## src/rtl/seqdec_ctrl.sv

```systemverilog
// Serial pattern detector: after Start, fills a PAT_W-bit window from Inp, then counts
// (possibly overlapping) window matches until the captured threshold is reached.
module seqdec_ctrl #(
    parameter int unsigned PAT_W = 8,
    parameter int unsigned CNT_W = 4
) (
    input  logic             Clk,
    input  logic             Reset,
    input  logic             Start,
    input  logic [PAT_W-1:0] Pattern,
    input  logic [CNT_W-1:0] Threshold,
    input  logic             Inp,
    input  logic             Abort,
    input  logic             Ack,
    output logic             Busy,
    output logic             Match,
    output logic             Done,
    output logic [CNT_W-1:0] MatchCnt
);

    localparam int unsigned FILL_W = $clog2(PAT_W + 1);
    localparam logic [FILL_W-1:0] FILL_LAST = FILL_W'(PAT_W - 1);

    typedef enum logic [1:0] {StIdle, StFill, StDetect, StDone} state_e;

    state_e             state_q, state_d;
    logic [PAT_W-1:0]   shreg_q, shreg_d;
    logic [PAT_W-1:0]   pat_q, pat_d;
    logic [CNT_W-1:0]   thr_q, thr_d;
    logic [CNT_W-1:0]   cnt_q, cnt_d;
    logic [FILL_W-1:0]  fill_q, fill_d;
    logic               match_q, match_d;
    logic [PAT_W-1:0]   window;
    logic [CNT_W-1:0]   cnt_inc;
    logic               win_valid;
    logic               hit;

    always_comb begin
        window    = (shreg_q << 1) | PAT_W'(Inp);
        cnt_inc   = cnt_q + CNT_W'(1);
        // Stale bits from an earlier run are never compared: the window only counts
        // once PAT_W fresh bits have been shifted in.
        win_valid = (state_q == StDetect) || ((state_q == StFill) && (fill_q == FILL_LAST));
        hit       = win_valid && (window == pat_q);
    end

    always_comb begin
        state_d = state_q;
        shreg_d = shreg_q;
        pat_d   = pat_q;
        thr_d   = thr_q;
        cnt_d   = cnt_q;
        fill_d  = fill_q;
        match_d = 1'b0;

        case (state_q)
            StIdle: begin
                if (Start && (Threshold != '0)) begin
                    pat_d   = Pattern;
                    thr_d   = Threshold;
                    shreg_d = '0;
                    fill_d  = '0;
                    cnt_d   = '0;
                    state_d = StFill;
                end
            end
            StFill, StDetect: begin
                if (Abort) begin
                    state_d = StIdle;
                end else begin
                    shreg_d = window;
                    if (state_q == StFill) begin
                        fill_d = fill_q + FILL_W'(1);
                        if (fill_q == FILL_LAST) begin
                            state_d = StDetect;
                        end
                    end
                    if (hit) begin
                        match_d = 1'b1;
                        cnt_d   = cnt_inc;
                        if (cnt_inc == thr_q) begin
                            state_d = StDone;
                        end
                    end
                end
            end
            StDone: begin
                if (Ack) begin
                    state_d = StIdle;
                end
            end
            default: state_d = StIdle;
        endcase
    end

    always_ff @(posedge Clk) begin
        if (Reset) begin
            state_q <= StIdle;
            shreg_q <= '0;
            pat_q   <= '0;
            thr_q   <= '0;
            cnt_q   <= '0;
            fill_q  <= '0;
            match_q <= 1'b0;
        end else begin
            state_q <= state_d;
            shreg_q <= shreg_d;
            pat_q   <= pat_d;
            thr_q   <= thr_d;
            cnt_q   <= cnt_d;
            fill_q  <= fill_d;
            match_q <= match_d;
        end
    end

    assign Busy     = (state_q == StFill) || (state_q == StDetect);
    assign Done     = (state_q == StDone);
    assign Match    = match_q;
    assign MatchCnt = cnt_q;

endmodule

```

## config.mk

```make
export PLATFORM = sky130hd
export DESIGN_NAME = seqdec_ctrl
export DESIGN_NICKNAME = d
export VERILOG_FILES = /design/src/rtl/seqdec_ctrl.sv
export SDC_FILE = /design/constraint.sdc
export NUM_CORES = 1
export LEC_CHECK = 0
export BUFFER_PORTS_ARGS = -buffer_cell sky130_fd_sc_hd__buf_4
export CORE_ASPECT_RATIO = 0.75
export CORE_UTILIZATION = 35
export CTS_BUF_LIST = sky130_fd_sc_hd__clkbuf_16
export DETAILED_ROUTE_END_ITERATION = 12
export PLACE_DENSITY = 0.51
export SETUP_SLACK_MARGIN = 0.15
export SLEW_MARGIN = 5
export SYNTH_ARGS = -nofsm -noshare
export SYNTH_HDL_FRONTEND = slang
export SYNTH_SLANG_ARGS = --single-unit
```

## constraint.sdc

```tcl
create_clock -name Clk -period 5.4 [get_ports Clk]
set_input_delay 0 -clock Clk [delete_from_list [all_inputs] [get_ports Clk]]
set_output_delay 0 -clock Clk [all_outputs]
set_load 0.005 [all_outputs]
```

== After elaboration in Yosys (flattened, before gate mapping) ==
Index checks and enable logic that the tools add are counted.

* Add/subtract/negate cells: 2
* Equal/unequal tests: 11
* Mux-type cells: 19
* Bitwise operators: 2
* Reductions and logical operators: 15

{| class="wikitable"
|+ Operator list
! kind !! number
|-
| 4-bit two-way mux || 5
|-
| 4-bit case mux with 2 select lines || 2
|-
| 2-bit two-way mux || 7
|-
| 7-bit two-way mux || 2
|-
| 7-bit case mux with 2 select lines || 1
|-
| 2-bit != test, second input constant || 5
|-
| 4-bit by 1-bit adder with 4-bit output, second input constant || 2
|-
| 8-bit == test || 1
|-
| 8-bit by 1-bit OR with 8-bit output || 1
|-
| 4-bit AND reduction || 2
|-
| 2-bit case mux with 3 select lines || 1
|-
| 2-bit == test, second input constant || 2
|-
| 4-bit by 3-bit == test with 1-bit output, second input constant || 1
|-
| 4-bit == test || 1
|-
| 2-bit AND reduction || 2
|-
| 4-bit nonzero test || 1
|-
| 1-bit logical AND || 3
|-
| 3-bit AND reduction || 1
|-
| 3-bit OR reduction || 1
|-
| 2-bit by 1-bit == test with 1-bit output, second input constant || 1
|-
| 2-bit logical NOT || 1
|-
| 1-bit logical OR || 2
|-
| 2-bit nonzero test || 1
|-
| 2-bit OR reduction || 1
|-
| 2 further kinds || 2
|}

* Register bits after elaboration: 30
* Input port bits: 18
* Output and inout port bits: 7
* Logic and storage cells: 56

== Depth between registers and ports, before layout ==
* Word-level depth: 7
* Depth in mapped cells: 8
* Mapped depth without buffers: 7

== Worst setup path before layout ==
No wires, ideal clock.

* Path type: register -> register
* Start point: reg state_q[0]
* End point: reg cnt_q[2] (netlist: MatchCnt[2])
* Library setup time: 0.074 ns
* Arrival: 1.926 ns
* Data required time: 5.326 ns
* Setup slack: 3.400 ns
* Cell stages (with the launch flop): 8
* Path buffers: 1
* Clock period less this slack: 2.000 ns
* Cell sequence: dfxtp_1 -> inv_1 -> ha_1 -> buf_4 -> nand2b_1 -> a22o_2 -> or4_1 -> a31oi_1

* Word-level cells in the longest chain between the ends: 6
* Elaborated cells on any way between the ends: 13
* Those cells by class: eq/ne (5); mux (1); reduce/logical (7)

{| class="wikitable"
|+ RTL lines
! element !! RTL line !! text
|-
| from (decl) || 26 || <nowiki>state_e state_q, state_d;</nowiki>
|-
| from (signal assigned) || 98 || <nowiki>state_q <= StIdle;</nowiki>
|-
| from (signal assigned) || 106 || <nowiki>state_q <= state_d;</nowiki>
|-
| 2-bit by 1-bit == test with 1-bit output || 43, 56 ||
|-
| 1-bit logical AND || 43 || <nowiki>win_valid = (state_q == StDetect) || ((state_q == StFill) && (fill_q == FILL_LAST));</nowiki>
|-
| 1-bit logical OR || 43 ||
|-
| 1-bit logical AND || 44 || <nowiki>hit = win_valid && (window == pat_q);</nowiki>
|-
| 2-bit != test (no line) || n/a ||
|-
| 4-bit AND reduction (no line) || n/a ||
|-
| to (signal assigned) || 110 || <nowiki>cnt_q <= cnt_d;</nowiki>
|-
| to (decl) || 30 || <nowiki>logic [CNT_W-1:0] cnt_q, cnt_d;</nowiki>
|}

Parallel ways exist; a longest one is shown, timed or not.
A chain may end at the register's enable or synchronous reset.

== Final worst setup path ==
Same ends and word-level chain as after synthesis.

==> results.toml <==
[setup_path]
rrSetupSlack_ns = 2.93
crit_path_end_kind = "flop"
crit_type = "flop to flop"
cp_data_arrival_time_ns = 2.67
crit_required_ns = 5.60
start_kind = "flop"
crit_fanout = 18

[route]
drc = 0
num_vias = 1360
first_pass_iters = 4
wire_per_inst_um = 14.0
wirelength_um = 3710
drtIter0Drc = 69
ant_nets = 0
via_per_inst = 5.13

[finish]
fillers = 431
layout_common_cells = "30 x dfxtp_1, 27 x a21oi_1, 24 x buf_4"
register_area_um2 = 601
nets = 234
syn2layout_area_growth_pct = 25.5
diodes = 0
multiInputGateArea_um2 = 887
drive_gt1_share_pct = 17.6
layout_commonest_cell = "dfxtp_1"

[placed_design]
port_buffers = 24
preCtsSetupSlack_ns = 2.93
hpwl_um = 2630
place.gp.congestion = 0.766

[sta]
hold_viol = 0
finalCritPeriodShare_pct = 45.7
setup_violations = 0
rsz0062_at_grt = "false"
fin_skew_ns = 0.00465
fin_tns_setup_ns = 0
relSlewSlack_pct = 49.1
drv_slew = 0
tightest_slew_ns = 0.763
min_period_ns = 2.47
setup_ws_ns = 2.93
fmax_mhz = 405

[hold_path]
hp-class = "input port to flop"

[power_and_ir_drop]
powerDensity_mw_per_mm2 = 313
ir_drop_mv = 0.162
leakagePower_nw = 0.803

[cts]
clockRootBuffer = "clkbuf_16"
clockBufferDepth = 2
clk_latency_ns = 0.28
cts_tree = "done"
cts_sinks = 30
h-tree-depth = 2
cts_setup_buffers = 0
numCtsBuffers = 5
path_clk_slew_ns = 0.05

[floorplan]
num_rows = 20
dieArea_mm2 = 0.00474
core_mm2 = 0.00415
io_pins = 25
die_w_um = 79.1
chipHeight_um = 59.8
start_util_pct = 37.6

[global_routing]
grt_pass1_vias = 1285
grt_first_pass_wirelength_um = 6240
grt-ovfl-total = 0
grt_use_total_pct = 17.7
grt_max_degree = 31
grt_antenna_before_repair = 0

[synthesis]
syn_inst = 180
yosys_warnings = 0
syn-num-nets = 205
netlist-cell-type-count = 35
syn_area_per_cell_um2 = 8.67
ys_seq_elements = 30
ys_seq_area_share_pct = 38.5
synth_area_mm2 = 0.00156

[outcome]
outcome = "completed"

[job]
drv_cap = 0
state kept, by name (all words and copies together), names as in the netlist:
name	flops
pat_q	8
shreg_q	7
MatchCnt	4
fill_q	4
thr_q	4
state_q	2
Match	1
path summary, 6_finish.rpt:
check                           depth (start not counted)       start     endpoint
worst max-delay path                                    6  state_q[0]  MatchCnt[2]
worst min-delay path                                    3         Inp   shreg_q[0]
worst max register to register                          6  state_q[0]  MatchCnt[2]
worst min register to register                          2    pat_q[7]     pat_q[7]
layout make-up:
type | count | area share, %
multi-input combinational | 137 | 45.3
timing repair buffer | 31 | 12.8
sequential | 30 | 30.7
clock inverter | 3 | 0.639
clock buffer | 5 | 6.39
inverter | 4 | 0.766
tap | 55 | 3.51
critical path, cell delays in order (launching register included):
cell and delay [ns]:
dfxtp_1 0.39, inv_1 0.10, ha_1 0.66, nand2b_1 0.23
a22o_2 0.35, or4_1 0.49, a31oi_1 0.17
through the flow:
step	hold slack [ns]	utilization, %	power (mW)	std cells	area (um^2)
floorplan	0.147	-	0.328	180	1560
global placement	0.264	42.2	0.351	250	1750
detailed placement	0.270	42.2	0.354	250	1750
CTS	0.00639	47.2	0.620	265	1960
global route	0.0164	47.2	0.647	265	1960
finish	0.0118	47.2	0.613	265	1960
what timing repair did:
item	in CTS	in global routing
hold buffers	7	0
hold endpoints to repair	7	0
resized for setup	0	0
power breakdown:
part	internal (mW)	total, mW	switching [mW]	leakage, nW
Sequential	0.232	0.241	0.00867	0.244
Clock	0.166	0.259	0.0930	0.0724
Combinational	0.0434	0.114	0.0701	0.487
cell families after synthesis:
logic type,Yosys count,share of synthesized area (%)
mux,2,1.28
buf+inv,13,4.73
simple gates,70,24.6
xor+xnor,16,8.97
flops,30,38.5
compound gates,42,16.3
fa+ha+maj,7,5.61
synth_stat cells (all sizes together):
cell,n,area [um^2]
a21boi,1,7.51
a21oi,27,135
a22o,1,10.0
a22oi,2,15.0
a311oi,1,8.76
a31oi,2,12.5
a41oi,1,8.76
and3,2,13.8
buf,4,35.0
clkbuf,4,15.0
dfxtp,30,601
dlygate4sd1,1,8.76
ha,7,87.6
inv,4,15.0
mux2i,2,20.0
nand2,22,82.6
nand2b,3,18.8
nand3,22,110
nand3b,1,7.51
nand4,4,25.0
nand4b,2,17.5
nor2,4,15.0
nor2b,2,12.5
nor3,3,15.0
nor4,2,42.5
o21ai,6,30.0
o41ai,1,27.5
or2b,1,8.76
or4,2,15.0
xnor2,4,35.0
xor2,12,105
routing by layer:
layer / vias to the layer above / routed length, um / global-route usage (%)
li1: 697 / - / -
met1: 634 / 1930 / 25.5
met2: 24 / 1590 / 25.0
met3: 5 / 141 / 4.12
met4: 0 / 42 / 7.79
met5: - / 0 / 0
Note: power is estimated with default switching activity, not from simulation.
